[src/rtl/s2_sequencer.sv]
// Convolution stage-2 sequencer: loads the 8x8x3 tensor from the stage-1 BRAM,
// then steps the datapath through 4 filters x 6x6 output positions.
module s2_sequencer #(
  parameter int IN_DIM  = 8,
  parameter int N_CHA   = 3,
  parameter int N_FILT  = 4,
  parameter int OUT_DIM = 6
) (
  input  logic       clk,
  input  logic       reset,
  input  logic       start,
  input  logic       out_ready,
  output logic       busy,
  output logic       done,
  output logic       enable_read,
  output logic [7:0] read_addr,
  output logic       load_we,
  output logic [2:0] row_addr,
  output logic [2:0] col_addr,
  output logic [1:0] cha_addr,
  output logic [1:0] filter_sel,
  output logic [2:0] out_row,
  output logic [2:0] out_col,
  output logic       out_valid,
  output logic [7:0] out_addr
);

  typedef enum logic [2:0] {S_IDLE, S_LOAD, S_DRAIN, S_PROC, S_DONE} state_t;

  localparam logic [7:0] LAST_RD  = 8'(IN_DIM * IN_DIM * N_CHA - 1);
  localparam logic [7:0] LAST_OUT = 8'(N_FILT * OUT_DIM * OUT_DIM - 1);
  localparam logic [2:0] LAST_POS = 3'(OUT_DIM - 1);

  state_t     state_q, state_d;
  logic       busy_q, busy_d;
  logic       done_q, done_d;
  logic       enable_read_q, enable_read_d;
  logic [7:0] rd_q, rd_d;
  logic       load_we_q, load_we_d;
  logic [2:0] row_addr_q, row_addr_d;
  logic [2:0] col_addr_q, col_addr_d;
  logic [1:0] cha_addr_q, cha_addr_d;
  logic [1:0] filter_q, filter_d;
  logic [2:0] out_row_q, out_row_d;
  logic [2:0] out_col_q, out_col_d;
  logic       out_valid_q, out_valid_d;
  logic [7:0] out_addr_q, out_addr_d;

  always_comb begin
    state_d       = state_q;
    busy_d        = busy_q;
    done_d        = 1'b0;
    enable_read_d = enable_read_q;
    rd_d          = rd_q;
    filter_d      = filter_q;
    out_row_d     = out_row_q;
    out_col_d     = out_col_q;
    out_valid_d   = out_valid_q;
    out_addr_d    = out_addr_q;

    // Write coordinates are the issued read address delayed by the BRAM latency.
    load_we_d  = (state_q == S_LOAD);
    cha_addr_d = load_we_d ? rd_q[7:6] : '0;
    row_addr_d = load_we_d ? rd_q[5:3] : '0;
    col_addr_d = load_we_d ? rd_q[2:0] : '0;

    case (state_q)
      S_IDLE: begin
        if (start) begin
          state_d       = S_LOAD;
          busy_d        = 1'b1;
          enable_read_d = 1'b1;
          rd_d          = '0;
        end
      end
      S_LOAD: begin
        if (rd_q == LAST_RD) begin
          state_d       = S_DRAIN;
          enable_read_d = 1'b0;
          rd_d          = '0;
        end else begin
          rd_d = rd_q + 8'd1;
        end
      end
      S_DRAIN: begin
        state_d     = S_PROC;
        out_valid_d = 1'b1;
        filter_d    = '0;
        out_row_d   = '0;
        out_col_d   = '0;
        out_addr_d  = '0;
      end
      S_PROC: begin
        if (out_ready) begin
          if (out_addr_q == LAST_OUT) begin
            state_d     = S_DONE;
            busy_d      = 1'b0;
            done_d      = 1'b1;
            out_valid_d = 1'b0;
            filter_d    = '0;
            out_row_d   = '0;
            out_col_d   = '0;
            out_addr_d  = '0;
          end else begin
            out_addr_d = out_addr_q + 8'd1;
            if (out_col_q == LAST_POS) begin
              out_col_d = '0;
              if (out_row_q == LAST_POS) begin
                out_row_d = '0;
                filter_d  = filter_q + 2'd1;
              end else begin
                out_row_d = out_row_q + 3'd1;
              end
            end else begin
              out_col_d = out_col_q + 3'd1;
            end
          end
        end
      end
      S_DONE: begin
        state_d = S_IDLE;
      end
      default: begin
        state_d = S_IDLE;
      end
    endcase
  end

  always_ff @(posedge clk) begin
    if (reset) begin
      state_q       <= S_IDLE;
      busy_q        <= 1'b0;
      done_q        <= 1'b0;
      enable_read_q <= 1'b0;
      rd_q          <= '0;
      load_we_q     <= 1'b0;
      row_addr_q    <= '0;
      col_addr_q    <= '0;
      cha_addr_q    <= '0;
      filter_q      <= '0;
      out_row_q     <= '0;
      out_col_q     <= '0;
      out_valid_q   <= 1'b0;
      out_addr_q    <= '0;
    end else begin
      state_q       <= state_d;
      busy_q        <= busy_d;
      done_q        <= done_d;
      enable_read_q <= enable_read_d;
      rd_q          <= rd_d;
      load_we_q     <= load_we_d;
      row_addr_q    <= row_addr_d;
      col_addr_q    <= col_addr_d;
      cha_addr_q    <= cha_addr_d;
      filter_q      <= filter_d;
      out_row_q     <= out_row_d;
      out_col_q     <= out_col_d;
      out_valid_q   <= out_valid_d;
      out_addr_q    <= out_addr_d;
    end
  end

  assign busy        = busy_q;
  assign done        = done_q;
  assign enable_read = enable_read_q;
  assign read_addr   = rd_q;
  assign load_we     = load_we_q;
  assign row_addr    = row_addr_q;
  assign col_addr    = col_addr_q;
  assign cha_addr    = cha_addr_q;
  assign filter_sel  = filter_q;
  assign out_row     = out_row_q;
  assign out_col     = out_col_q;
  assign out_valid   = out_valid_q;
  assign out_addr    = out_addr_q;

endmodule

[config.mk]
export PLATFORM = sky130hd
export DESIGN_NAME = s2_sequencer
export DESIGN_NICKNAME = d
export VERILOG_FILES = /design/src/rtl/s2_sequencer.sv
export SDC_FILE = /design/constraint.sdc
export NUM_CORES = 1
export LEC_CHECK = 0
export CORE_ASPECT_RATIO = 0.6
export CORE_UTILIZATION = 53
export CTS_CLUSTER_SIZE = 30
export DETAILED_ROUTE_END_ITERATION = 10
export GPL_TIMING_DRIVEN = 0
export PLACE_DENSITY = 0.95
export REMOVE_ABC_BUFFERS = 1
export SYNTH_ARGS = -nofsm -noshare
export SYNTH_HDL_FRONTEND = slang
export SYNTH_SLANG_ARGS = --single-unit
[constraint.sdc]
create_clock -name clk -period 5.1 [get_ports clk]
set_input_delay 1.53 -clock clk [delete_from_list [all_inputs] [get_ports clk]]
set_output_delay 1.53 -clock clk [all_outputs]
set_load 0.05 [all_outputs]
==> run metrics, run 1 <==
cell taking the most area after synthesis=dfxtp_1; CP cell instances=clkdlybuf4s50_1 -> nand4bb_1 -> a21oi_1 -> nor2_1 -> a211oi_1; total iterations of the first detailed-routing run=5; aggregate global routing overflow=0; vias in the first global route=1522; Synth warnings=0; Max VDD drop=169 µV; Final #Nets=246; H-tree levels=2; #FFs+latches synth=40; CTS tree=built; fmax=291 MHz; slowest cell on the critical path=clkdlybuf4s50_1; max-slew violation count=0; Residual DRC=0; I/O Buffers=40; ratio of cells with drive above 1 in the final layout=between 4 and 5%; post-route ant nets=0; Setup TNS=0 ps; Ports=41; Die W=77.3 µm; Layout Cells excl Fill=283; Clock Path Buffers=2; die area=0.00365 mm²; # clock sinks=40; leakage power=0.000833 µW; Area Overhead vs Synth=28.9%; Async S/R FF share, synth=0%; Critical path buffers and inverters=1; top area cells in the synthesized netlist=dfxtp_1, a21oi_1, and3_1; Rel. slew slack=4.98%; final setup fails=0; RSZ-0062 raised after global routing=no; fin crit share=67.5%; Worst-Margin Slew=1420 ps; clock slew at reported path FFs=80 ps; total wire length=4.46 mm; cell area after layout=0.00232 mm²; DRT iter0 DRCs=182; Die Y=47.2 µm; largest net degree at the start of global routing=20; clk_lat worst skew=300 ps; Worst Hold Class=flop to flop; Final Hold Vio Count=0; FF+latch area=801 µm²; n_diodes=0; Max FO, Critical Path=19; post-route minimum period=3440 ps; multi-input logic area=940 µm²; GP Congestion=between 0.8 and 0.9; Synth top area share=between 40% and 50%; count leader, synth=dfxtp_1; post-CTS setup buffer count=0; antenna violations before repair=0; startpoint types=input port; Post-CTS Hold Buffers=0; DP Area=0.00221 mm²; pwr/cell area=around 270 mW/mm²; Setup Skew=just over 7 ps; first-pass GRT wire length=7.16 mm; ys flop type=dfxtp_1; Vias=1696; Unique masters post-synth=46; CTS root buf=clkbuf_8; crit-path leading delay family=buffers and inverters; post-CTS resize count=0; Post-synth EDFFs=0; CP Capture Type=flop; DP Wirelength=3.14 mm; core area=0.00304 mm²; cell row count=15; Mapped Area=0.00180 mm²; average size of a mapped cell=8.84 µm²; cell count after synthesis=204; filler cell count=223; placed cells=~280; Initial Util=around 60%; CTS buffer count=5; CP required=5320 ps; Worst Setup Path Type=input port to flop; status=finished, final reports clean; MaxCap Viol Count=0; Vias/cell=roughly 6.0; sequential area share after synthesis=44.4%; Synth top cells by count=dfxtp_1, nor2_1, nand2_1; Worst path max stage delay=~750 ps; CP Data Arrival Time=3660 ps; instance count on the critical path=5; Total Routing Usage GR=26.1%; worst r2r path cells=4; drt wl/cell=15.7 µm; Hold Path Depth=2
-- worst paths after layout --
kind,start,end,slack [ps]
worst max-delay path,reset,out_col[1]$_SDFFE_PP0P_,1660
worst max register to register,state_q[0]$_SDFFE_PP0P_,read_addr[4]$_SDFFE_PP0P_,2560
worst min-delay path,busy$_SDFFE_PP0P_,busy$_SDFFE_PP0P_,480
worst min register to register,busy$_SDFFE_PP0P_,busy$_SDFFE_PP0P_,480
-- power by group --
part / switching (µW) / total [µW] / internal (µW)
clock: 115 / 260 / 145
sequential: 4.75 / 321 / 316
combinational: 33.3 / 49.4 / 16.1
total: 153 / 630 / 477
-- final cells by class --
type                       count  area share [%]
multi-input combinational    148            40.4
sequential                    40            34.5
timing repair buffer          40            17.2
clock buffer                   5            2.96
tap                           42            2.26
clock inverter                 3            1.83
inverter                       5           0.808
-- worst register-to-register path: cells and delay by family, from the launching register on --
family           cells  cell delay [ps]
and+or+nand+nor      3             1520
muxes                1              370
DFF                  1              590
-- cell usage in the layout (no fill, tap or decap), drive strengths merged, types with 6 or more instances in the layout --
master	instances
nor2	19
and3	12
dfxtp	40
nand2	16
o21ai	6
clkdlybuf4s50	40
a21oi	16
nand4	7
nand3	7
-- state kept, by name, indices dropped and copies added (netlist names) --
| register | cells |
|---|---|
| cha_addr | 2 |
| done | 1 |
| busy | 1 |
| out_row | 3 |
| read_addr | 8 |
| state_q | 3 |
| out_valid | 1 |
| load_we | 1 |
| col_addr | 3 |
| enable_read | 1 |
| row_addr | 3 |
| out_col | 3 |
| out_addr | 8 |
| filter_sel | 2 |
-- per-stage QoR --
stage | hold slack, ps | util [%] | setup WS (ps) | total power [µW]
global placement | 461 | 72.8 | 1440 | 374
global route | 499 | 76.4 | 1570 | 646
finish | 479 | 76.4 | 1660 | 630
detailed placement | 468 | 72.8 | 1390 | 376
floorplan | 551 | - | 2590 | 358
CTS | 480 | 76.4 | 1700 | 630
-- layer usage --
metal  wire length (µm)  vias to the layer above  share of wire, %  global-route usage (%)
li1                   -                      813                 -                       -
met1               2110                      782                47                    34.7
met2               1950                       93                44                    41.1
met3                350                        8               7.9                    6.41
met4                 51                        0               1.1                    12.5
met5                  0                        -                 0                       0
-- logic make-up after synthesis --
| family | share of synthesized area, % |
|---|---|
| AND/OR/NAND/NOR | 31.0 |
| flip-flops | 44.4 |
| AO/OA/AOI/OAI | 13.5 |
| buffers and inverters | 3.47 |
| XOR/XNOR | 3.89 |
| multiplexers | 2.29 |
| adder cells (fa/ha/maj) | 1.39 |
Note: power is estimated with default switching activity, not from simulation.
==> run 2, diff against run 1 <==
CORE_UTILIZATION = 49   (was 53)
PLACE_DENSITY = 0.89   (was 0.95)
clock period = 3.24 ns   (was 5.1 ns; I/O delays follow)
==> run metrics, run 2 (same netlist as run 1, synthesis figures left out) <==
status=finished, final reports clean; DRT iter0 DRCs=132; Final WS setup=340 ps; final setup fails=0; DRT met1 WL=2.22 mm; die area=0.00393 mm²; first-pass GRT wire length=7.11 mm; Max VDD drop=roughly 320 µV; fmax=345 MHz; total wire length=around 4.3 mm; top sig layer=met4; Clock Path Buffers=2; met2 WL=between 1.5 and 2 mm; Setup TNS=0 ps; worst hold start=busy$_SDFFE_PP0P_; hold slack final=478 ps; Die Y=49.0 µm; # clock sinks=40; clock slew at reported path FFs=~90 ps; CP Capture Type=flop; worst r2r src=state_q[0]$_SDFFE_PP0P_; antenna violations before repair=0; ratio of cells with drive above 1 in the final layout=between 3 and 4%; Post-CTS Hold Buffers=0; Vias=1655; commonest cells after routing, fill and taps aside=dfxtp_1, clkdlybuf4s50_1, nor2_1; Worst-Margin Slew=1240 ps; n_diodes=0; met3 WL post-DR=between 200 and 300 µm; leakage power=approximately 0.00083 µW; Area Overhead vs Synth=28.9%; CP required=3460 ps; Worst Hold Class=flop to flop; Finished Core Util=68.7%; post-CTS resize count=0; CTS tree=built; max-slew violation count=0; Final #Nets=about 250; FF+latch area=801 µm²; RSZ-0062 raised after global routing=no; reg2reg setup slack=880 ps; pwr/cell area=424 mW/mm²; post-CTS setup buffer count=0; largest net degree at the start of global routing=20; startpoint types=input port; total iterations of the first detailed-routing run=4; CP cell instances=clkdlybuf4s50_1 -> nand4bb_1 -> a21oi_1 -> nor2_1 -> a211oi_1; slowest cell on the critical path=clkdlybuf4s50_1; Vias/cell=5.79; Die W=approximately 80 µm; CP Launch Point=reset; Ports=a little over 40; fin crit share=89.5%; aggregate global routing overflow=0; core area=0.00338 mm²; Residual DRC=0; H-tree levels=2; Final Hold Vio Count=0; drt wl/cell=15.1 µm; total power=985 µW; Setup Skew=13.6 ps; vias in the first global route=1497; clk_lat worst skew=around 300 ps; multi-input logic area=940 µm²; Rel. slew slack=17.0%; CTS root buf=clkbuf_8; cell row count=16; GP Congestion=just over 0.8; CP Data Arrival Time=3120 ps; Total Routing Usage GR=24.0%; CTS buffer count=5; I/O Buffers=40; Worst path max stage delay=750 ps; Worst Setup Path Type=input port to flop; pre-CTS WS=around 44 ps; DP Wirelength=2.99 mm; post-route ant nets=0; MaxCap Viol Count=0; post-route minimum period=2900 ps; Initial Util=53.3%; filler cell count=293; Max FO, Critical Path=19
==> run 2: cell types whose count changed in the layout (fill, tap and decap cells not counted) <==
cell        change
clkbuf_1        +1
clkinvlp_4      -1
==> run 2: path summary, 6_finish.rpt <==
check,endpoint,cells after the start
max reg2reg,read_addr[4]$_SDFFE_PP0P_,4
max,out_col[1]$_SDFFE_PP0P_,5
min reg2reg,busy$_SDFFE_PP0P_,2
min,busy$_SDFFE_PP0P_,2
==> run 2: metrics by stage <==
stage          cell area (µm²)  instances
2_1_floorplan             1760        193
3_3_place_gp              2220        278
3_5_place_dp              2220        278
4_1_cts                   2320        286
5_1_grt                   2320        286
6_report                  2320        286
==> run 2: critical path: cells and delay by family <==
kind	cells	cell delay, ps
buffers and inverters	1	750
AO/OA/AOI/OAI	2	660
AND/OR/NAND/NOR	2	730
==> run 2: per-layer routing <==
| metal | GRT usage, % | vias up |
|---|---|---|
| li1 | - | 812 |
| met1 | 34.8 | 779 |
| met2 | 32.9 | 57 |
| met3 | 7.10 | 7 |
| met4 | 9.23 | 0 |
| met5 | 0 | - |
==> run 2: power by group <==
| part | internal (µW) | switching (µW) |
|---|---|---|
| sequential | 497 | 7.59 |
| clock | 229 | 174 |
| combinational | 25.5 | 51.3 |
==> run 2: area by class of cell <==
type / instances / area share [%]
multi-input combinational: 148 / 40.4
sequential: 40 / 34.5
timing repair buffer: 40 / 17.2
clock buffer: 6 / 3.12
tap: 45 / 2.42
clock inverter: 2 / 1.51
inverter: 5 / 0.808
